### src/rtl/adder_chunk_sequencer.sv
// Streams W-bit additions with carry-in through an external 8-bit adder, one
// byte per pass, LSB chunk first; carry-in is applied as an extra "+1" pass.
module adder_chunk_sequencer #(
    parameter int NCHUNK = 4,
    localparam int W = 8 * NCHUNK
) (
    input  logic         clk,
    input  logic         rst_n,
    input  logic         in_valid,
    output logic         in_ready,
    input  logic [W-1:0] in_a,
    input  logic [W-1:0] in_b,
    input  logic         in_cin,
    output logic [7:0]   add_a,
    output logic [7:0]   add_b,
    input  logic [7:0]   add_s,
    output logic         out_valid,
    input  logic         out_ready,
    output logic [W-1:0] out_sum,
    output logic         out_cout,
    output logic [1:0]   dbg_state
);

    localparam int IDXW = (NCHUNK > 1) ? $clog2(NCHUNK) : 1;

    typedef enum logic [1:0] {
        S_IDLE = 2'd0,
        S_ADD  = 2'd1,
        S_INC  = 2'd2,
        S_DONE = 2'd3
    } state_t;

    state_t            r_state;
    state_t            w_state_nxt;
    logic [W-1:0]      r_a;
    logic [W-1:0]      r_b;
    logic [W-1:0]      r_sum;
    logic [IDXW-1:0]   r_idx;
    logic [7:0]        r_tmp;
    logic              r_carry;
    logic              r_pend;
    logic              r_cout;

    logic              w_pass_c;
    logic              w_last;
    logic              w_store;
    logic              w_chunk_c;
    logic [IDXW+2:0]   w_base;

    // Handshakes: a transfer happens on a rising edge where valid and ready are
    // both 1; valid never depends on ready, and a presented result is held
    // unchanged until it transfers.
    assign in_ready  = (r_state == S_IDLE);
    assign out_valid = (r_state == S_DONE);
    assign out_sum   = r_sum;
    assign out_cout  = r_cout;
    assign dbg_state = r_state;

    assign w_base = {r_idx, 3'b000};
    assign w_last = (r_idx == IDXW'(NCHUNK - 1));

    always_comb begin
        add_a = 8'h00;
        add_b = 8'h00;
        case (r_state)
            S_ADD: begin
                add_a = r_a[w_base +: 8];
                add_b = r_b[w_base +: 8];
            end
            S_INC: begin
                add_a = r_tmp;
                add_b = 8'h01;
            end
            default: begin
                add_a = 8'h00;
                add_b = 8'h00;
            end
        endcase
    end

    // Carry out of bit 7 recovered from the operand and sum MSBs alone.
    assign w_pass_c = (add_a[7] & add_b[7]) | ((add_a[7] ^ add_b[7]) & ~add_s[7]);

    // A chunk is finished on an ADD pass without pending carry, or on its INC pass.
    assign w_store   = ((r_state == S_ADD) && !r_carry) || (r_state == S_INC);
    assign w_chunk_c = (r_state == S_INC) ? (r_pend | w_pass_c) : w_pass_c;

    always_ff @(posedge clk) begin
        if (!rst_n) begin
            r_state <= S_IDLE;
        end else begin
            r_state <= w_state_nxt;
        end
    end

    always_comb begin
        w_state_nxt = r_state;
        case (r_state)
            S_IDLE: begin
                if (in_valid) w_state_nxt = S_ADD;
            end
            S_ADD: begin
                if (r_carry)     w_state_nxt = S_INC;
                else if (w_last) w_state_nxt = S_DONE;
                else             w_state_nxt = S_ADD;
            end
            S_INC: begin
                w_state_nxt = w_last ? S_DONE : S_ADD;
            end
            S_DONE: begin
                if (out_ready) w_state_nxt = S_IDLE;
            end
            default: w_state_nxt = S_IDLE;
        endcase
    end

    always_ff @(posedge clk) begin
        if (!rst_n) begin
            r_a     <= '0;
            r_b     <= '0;
            r_sum   <= '0;
            r_idx   <= '0;
            r_tmp   <= 8'h00;
            r_carry <= 1'b0;
            r_pend  <= 1'b0;
            r_cout  <= 1'b0;
        end else begin
            if ((r_state == S_IDLE) && in_valid) begin
                r_a     <= in_a;
                r_b     <= in_b;
                r_carry <= in_cin;
                r_idx   <= '0;
            end
            if ((r_state == S_ADD) && r_carry) begin
                r_tmp  <= add_s;
                r_pend <= w_pass_c;
            end
            if (w_store) begin
                r_sum[w_base +: 8] <= add_s;
                r_carry            <= w_chunk_c;
                if (w_last) begin
                    r_cout <= w_chunk_c;
                end else begin
                    r_idx <= r_idx + 1'b1;
                end
            end
        end
    end

    // tmp came from a pass that overflowed, so tmp <= 8'hFE and +1 cannot carry.
    always_ff @(posedge clk) begin
        if (rst_n && (r_state == S_INC)) begin
            assert (!(r_pend && w_pass_c));
        end
    end

endmodule

### config.mk
export PLATFORM = sky130hd
export DESIGN_NAME = adder_chunk_sequencer
export DESIGN_NICKNAME = d
export VERILOG_FILES = /design/src/rtl/adder_chunk_sequencer.sv
export SDC_FILE = /design/constraint.sdc
export NUM_CORES = 1
export LEC_CHECK = 0
export CORE_ASPECT_RATIO = 0.75
export CORE_MARGIN = 5
export CORE_UTILIZATION = 49
export DETAILED_ROUTE_END_ITERATION = 10
export GPL_ROUTABILITY_DRIVEN = 0
export GPL_TIMING_DRIVEN = 0
export PLACE_DENSITY_LB_ADDON = 0.2
export SLEW_MARGIN = 5
export SYNTH_ARGS = -nofsm -noshare
export SYNTH_HDL_FRONTEND = slang
export SYNTH_SLANG_ARGS = --single-unit
### constraint.sdc
create_clock -name clk -period 2.4 [get_ports clk]
set_input_delay 0.36 -clock clk [delete_from_list [all_inputs] [get_ports clk]]
set_output_delay 0.36 -clock clk [all_outputs]
set_load 0.01 [all_outputs]
After elaboration in Yosys (flattened, before gate mapping)
Cells that the tools add are included.
{ "totals": {"ramBits": 0, "latchBits": 0, "word_cells": 50, "romBits": 0, "register_bits": 111, "mem_count": 0, "input_bits": 77, "output_inout_bits": 53} }
{ "classes": {"n_eq_ne": 6, "reduce_logical": 9, "div_mod_pow": 0, "n_lt_le_gt_ge": 0, "mux": 14, "add_sub_neg": 2, "n_mul": 0, "shift": 4, "n_bitwise": 6} }
{ "op_table": {"columns": ["operator", "n"], "rows": [
  ["variable part select 32 x 6 -> 8 bit", 2],
  ["bitwise mux 32 bit", 1],
  ["one-hot mux 8 bit (2 select lines)", 2],
  ["variable shift 8 x 7 -> 32 bit (first input constant)", 1],
  ["variable part select 8 x 7 -> 32 bit", 1],
  ["two-way mux 2 bit", 7],
  ["one-hot mux 2 bit (4 select lines)", 1],
  ["negation 5 -> 7 bit", 1],
  ["equality test 2 bit (second input constant)", 3],
  ["AND reduction 2 bit", 2],
  ["logical AND 1 bit", 3],
  ["two-way mux 1 bit", 3],
  ["adder 2 x 1 -> 2 bit (second input constant)", 1],
  ["bitwise AND 1 bit", 2],
  ["equality test 2 x 1 -> 1 bit (second input constant)", 1],
  ["zero test 2 bit", 1],
  ["!= test 2 x 1 -> 1 bit (second input constant)", 1],
  ["!= test 2 bit (second input constant)", 1],
  ["OR 1 bit", 2],
  ["nonzero test 2 bit", 1],
  ["zero test 1 bit", 1],
  ["logical OR 1 bit", 1],
  ["inverter 1 bit", 1],
  ["bitwise XOR 1 bit", 1]
]} }

Longest topological paths before layout
{ "logic_depth": {"depth_word": 8, "ltp_mapped": 10, "mapped_depth_nobuf": 8} }

Least setup slack after synthesis
OpenSTA, ideal clock, no wires.
{ "synth_timing": {"path_kind": "register to register", "startpoint": "reg r_state[0] (netlist: dbg_state[0])", "endpoint": "reg r_cout (netlist: out_cout)", "path_slack_ns": -0.030, "arrival_time_ns": 2.297, "setup_ns": 0.133, "path_buffers": 2, "required_time_ns": 2.267, "synth_period_minus_slack_ns": 2.430, "stages_incl_launch_ff": 11, "cell_sequence": "dfxtp_1 inv_1 ha_1 buf_1 and2_1 clkbuf_1 a32o_1 ha_1 nor2b_1 a211oi_1 a311oi_1"} }
{ "synth_via": {"elab_chain_len": 7, "elab_cells_between_ends": 13, "classes_between": "eq/ne: 2; mux: 3; bitwise: 5; reduce/logical: 3"} }
{ "synth_rtl": {"columns": ["element", "line", "text"], "rows": [
  ["start, declared", "33", "state_t r_state;"],
  ["start signal, assigned", "92", "r_state <= w_state_nxt;"],
  ["equality test 2 bit / equality test 2 x 1 -> 1 bit (equally long branches)", "65", "case (r_state)"],
  ["one-hot mux 8 bit (2 select lines) *", "65", null],
  ["named net add_a[7]", "14", "output logic [7:0] add_a,"],
  ["bitwise XOR 1 bit", "82", "assign w_pass_c = (add_a[7] & add_b[7]) | ((add_a[7] ^ add_b[7]) & ~add_s[7]);"],
  ["bitwise AND 1 bit", "82", null],
  ["OR 1 bit *", "82", null],
  ["OR 1 bit", "86", "assign w_chunk_c = (r_state == S_INC) ? (r_pend | w_pass_c) : w_pass_c;"],
  ["two-way mux 1 bit *", "86", null],
  ["end signal, assigned", "142", "r_cout <= w_chunk_c;"],
  ["end, declared", "42", "logic r_cout;"]
]} }
Mark *: on every way through the listed nets, which the timed path passes. The rest lies on a longest branch.
A chain may end at the register's enable or synchronous reset.

Worst setup path in the final report
{ "layout_timing": {"startpoint": "reg r_idx[0]", "endpoint": "out add_b[2]"} }
{ "layout_via": {"elab_chain_len": 2} }
{ "layout_rtl": {"columns": ["element", "line", "text"], "rows": [
  ["start, declared", "38", "logic [IDXW-1:0] r_idx;"],
  ["start signal, assigned", "144", "r_idx <= r_idx + 1'b1;"],
  ["variable part select 32 x 6 -> 8 bit", "68", "add_b = r_b[w_base +: 8];"],
  ["one-hot mux 8 bit (2 select lines)", "65", null],
  ["end, declared", "15", "output logic [7:0] add_b,"]
]} }
Every way passes these cells.

==> out/results.txt <==
Later-pin clock latency in the skew report: 350 ps
Max-cap violations: 0
TritonRoute pass-1 iters: 5
Post-synth EDFFs: 0
Required time worst endpoint: 2040 ps
Overall Power: 4.393 mW
Power per cell area: 650.8 mW/mm^2
Setup Skew: 7.183 ps
Critical Path, Cell by Cell: buf_4 > buf_12 > mux4_2 > and3_1 > dlygate4sd2_1
CTS Buffer Depth: 2
Hpwl dp: 10.84 mm
H-tree Lvls: 3
Final Cell Area: 0.006749 sq mm
Placed Instance Area: 0.006364 sq mm
Worst path slowest cell: mux4_2
Hold buffer count at CTS: 0
CTS tree: yes
Peak VDD IR: 0.0004020 V
Critical path endpoint category: output port
Post-synthesis cell count: 556
Final hold violation count: 0
Ant. Diodes: 0
Clk root buf: clkbuf_16
WP buf/inv: 3
# rows: 31
Die Height: 96.75 microns
Fin cells: 836
Die area: 0.01216 sq mm
Worst slew margin: 63.65%
Unrepaired setup endpoints after global routing: yes
Finish-stage setup viols: 0
TritonCTS buffer count: 9
Leak: 2.702 nW
Data arrival, critical path: 2020 ps
Status: finished, final reports clean
Area Growth Syn to Fin: 37.29%
Clock sinks: 111
Ports: 130
Synth warn: 0
Routed WL: 14.36 mm
Core box area: 0.009736 sq mm
Max-slew violations: 0
Die width: 125.7 microns
Worst Hold Class: flop to flop
Via density: 5.446
Min Tclk post-route: 2380 ps
Initial antenna violation count: 0
Drt wl/cell: 17.18 microns
Largest stage delay, worst path: 500 ps
CP Launch Type: flop
Delay-heaviest family, CP: buffers and inverters
DRC Markers: 0
Share of async-settable or async-resettable flops after synthesis: 0%
Port Buffers: 128
Number of global-route vias before repair: 4555
Initial Utilization: 50.49%
Distinct cells, synth: 33
Syn Area/Cell: 8.842 sq um
Starting DRT DRC Count: 393
Layout Nets: 787
Synthesized area: 0.004916 sq mm
Layout cells sized above 1: 10.23%
Main synth FF type: dfxtp_1
Clock-pin slew on the worst setup and hold paths: 80 ps
Flops & latches, synth: 111
Final ANT Viol Nets: 0
GR Overflow Total: 0
DP Cell Count: 816
Worst-margin pin slew: 542.9 ps
Worst hold slack: 453.8 ps
Critical path type: flop to output port
Largest fanout on the critical path: 10
GRT Total Usage: 22.72%
Largest net degree at the start of global routing: 22
Maximum clock rate: 0.4202 GHz
Fin crit share: 99.15%
First-pass GRT wire length: 22.60 mm
Via count: 4553
Syn_nets: 644
Sequential share of the synthesized area: 45.20%
Yosys cell counts (4+ instances only):
cell / n / area (sq um)
buf_6: 4 / 45.04
a21oi_1: 75 / 375.4
mux2i_1: 34 / 340.3
ha_1: 11 / 137.6
mux4_2: 12 / 270.3
a32o_1: 8 / 80.08
clkbuf_1: 19 / 71.32
nand2_1: 181 / 679.4
mux4_1: 4 / 105.1
nand3_1: 34 / 170.2
and3_1: 8 / 50.05
dfxtp_1: 111 / 2222
o21ai_4: 4 / 65.06
inv_1: 6 / 22.52
buf_1: 11 / 41.29
buf_2: 9 / 45.04
state kept, by name, indices dropped and copies added, names as in the netlist:
signal	cells
out_sum	32
out_cout	1
r_b	32
r_tmp	8
r_pend	1
dbg_state	2
r_idx	2
r_a	32
r_carry	1
stage by stage:
stage | setup WS [ps] | util, % | TNS [ps]
after detailed placement | -388.7 | 65.36 | -4224
after CTS | -0.8404 | 68.91 | -0.8404
after global routing | -16.69 | 69.32 | -23.17
final | 20.33 | 69.32 | 0
after floorplan | 39.32 | - | 0
after global placement | -237.6 | 65.36 | -2937
cell usage in the layout (no fill, tap or decap), types with 5 or more instances in the layout:
master,n
nand3_1,34
clkbuf_1,16
inv_1,6
nand2_1,181
mux2i_1,34
a32o_1,7
a21oi_1,75
ha_1,10
buf_4,5
dlygate4sd2_1,9
buf_1,10
mux4_2,12
buf_2,7
clkdlybuf4s50_1,112
dfxtp_1,107
and3_1,8
clkbuf_16,9
cell type report:
class                      instances  area, sq um
sequential                       111         2232
multi-input combinational        396         2490
buffer                            42        244.0
inverter                           6        22.52
clock buffer                       9        225.2
timing repair buffer             133         1292
clock inverter                     7        77.57
fill                             787         2987
tap                              132        165.2
cells by family after synthesis:
group           synth area share, %
mux                           14.56
flops                         45.20
fa+ha+maj                     2.800
simple gates                  20.57
compound gates                12.29
buf+inv                       4.581
report_power, final:
part	leakage, nW	switching, mW	internal [mW]
Clock	0.144	0.742	0.738
Combinational	1.65	0.455	0.429
Sequential	0.908	0.0746	1.95
path summary, 6_finish.rpt:
check / from / cells past startpoint / slack (ps) / to
max: r_idx[0] / 5 / 20 / add_b[2]
min: r_b[21] / 2 / 450 / r_b[21]
max reg2reg: r_idx[0] / 6 / 90 / out_cout
min reg2reg: r_b[21] / 2 / 450 / r_b[21]
tightest hold or removal path, cell delays in order, from the launching register on:
cell and delay, ps:
dfxtp_1 310, nand2_1 50, a21oi_1 50
metal layers:
| metal | part of all wire [%] | track usage (%) | vias up |
|---|---|---|---|
| met2 | 46 | 35.95 | 194 |
| met1 | 44 | 31.23 | 2150 |
| met4 | 1.6 | 6.500 | 0 |
| met3 | 7.9 | 5.121 | 22 |
| met5 | 0 | 0 | - |
| li1 | - | - | 2187 |
repair_timing:
action                                  in CTS  in global routing
resized for setup                           35                 15
endpoints found under the setup margin      19                 10
buffers inserted                             1                  4
pin swaps                                    0                  1
Note: power is estimated with default switching activity, not from simulation.
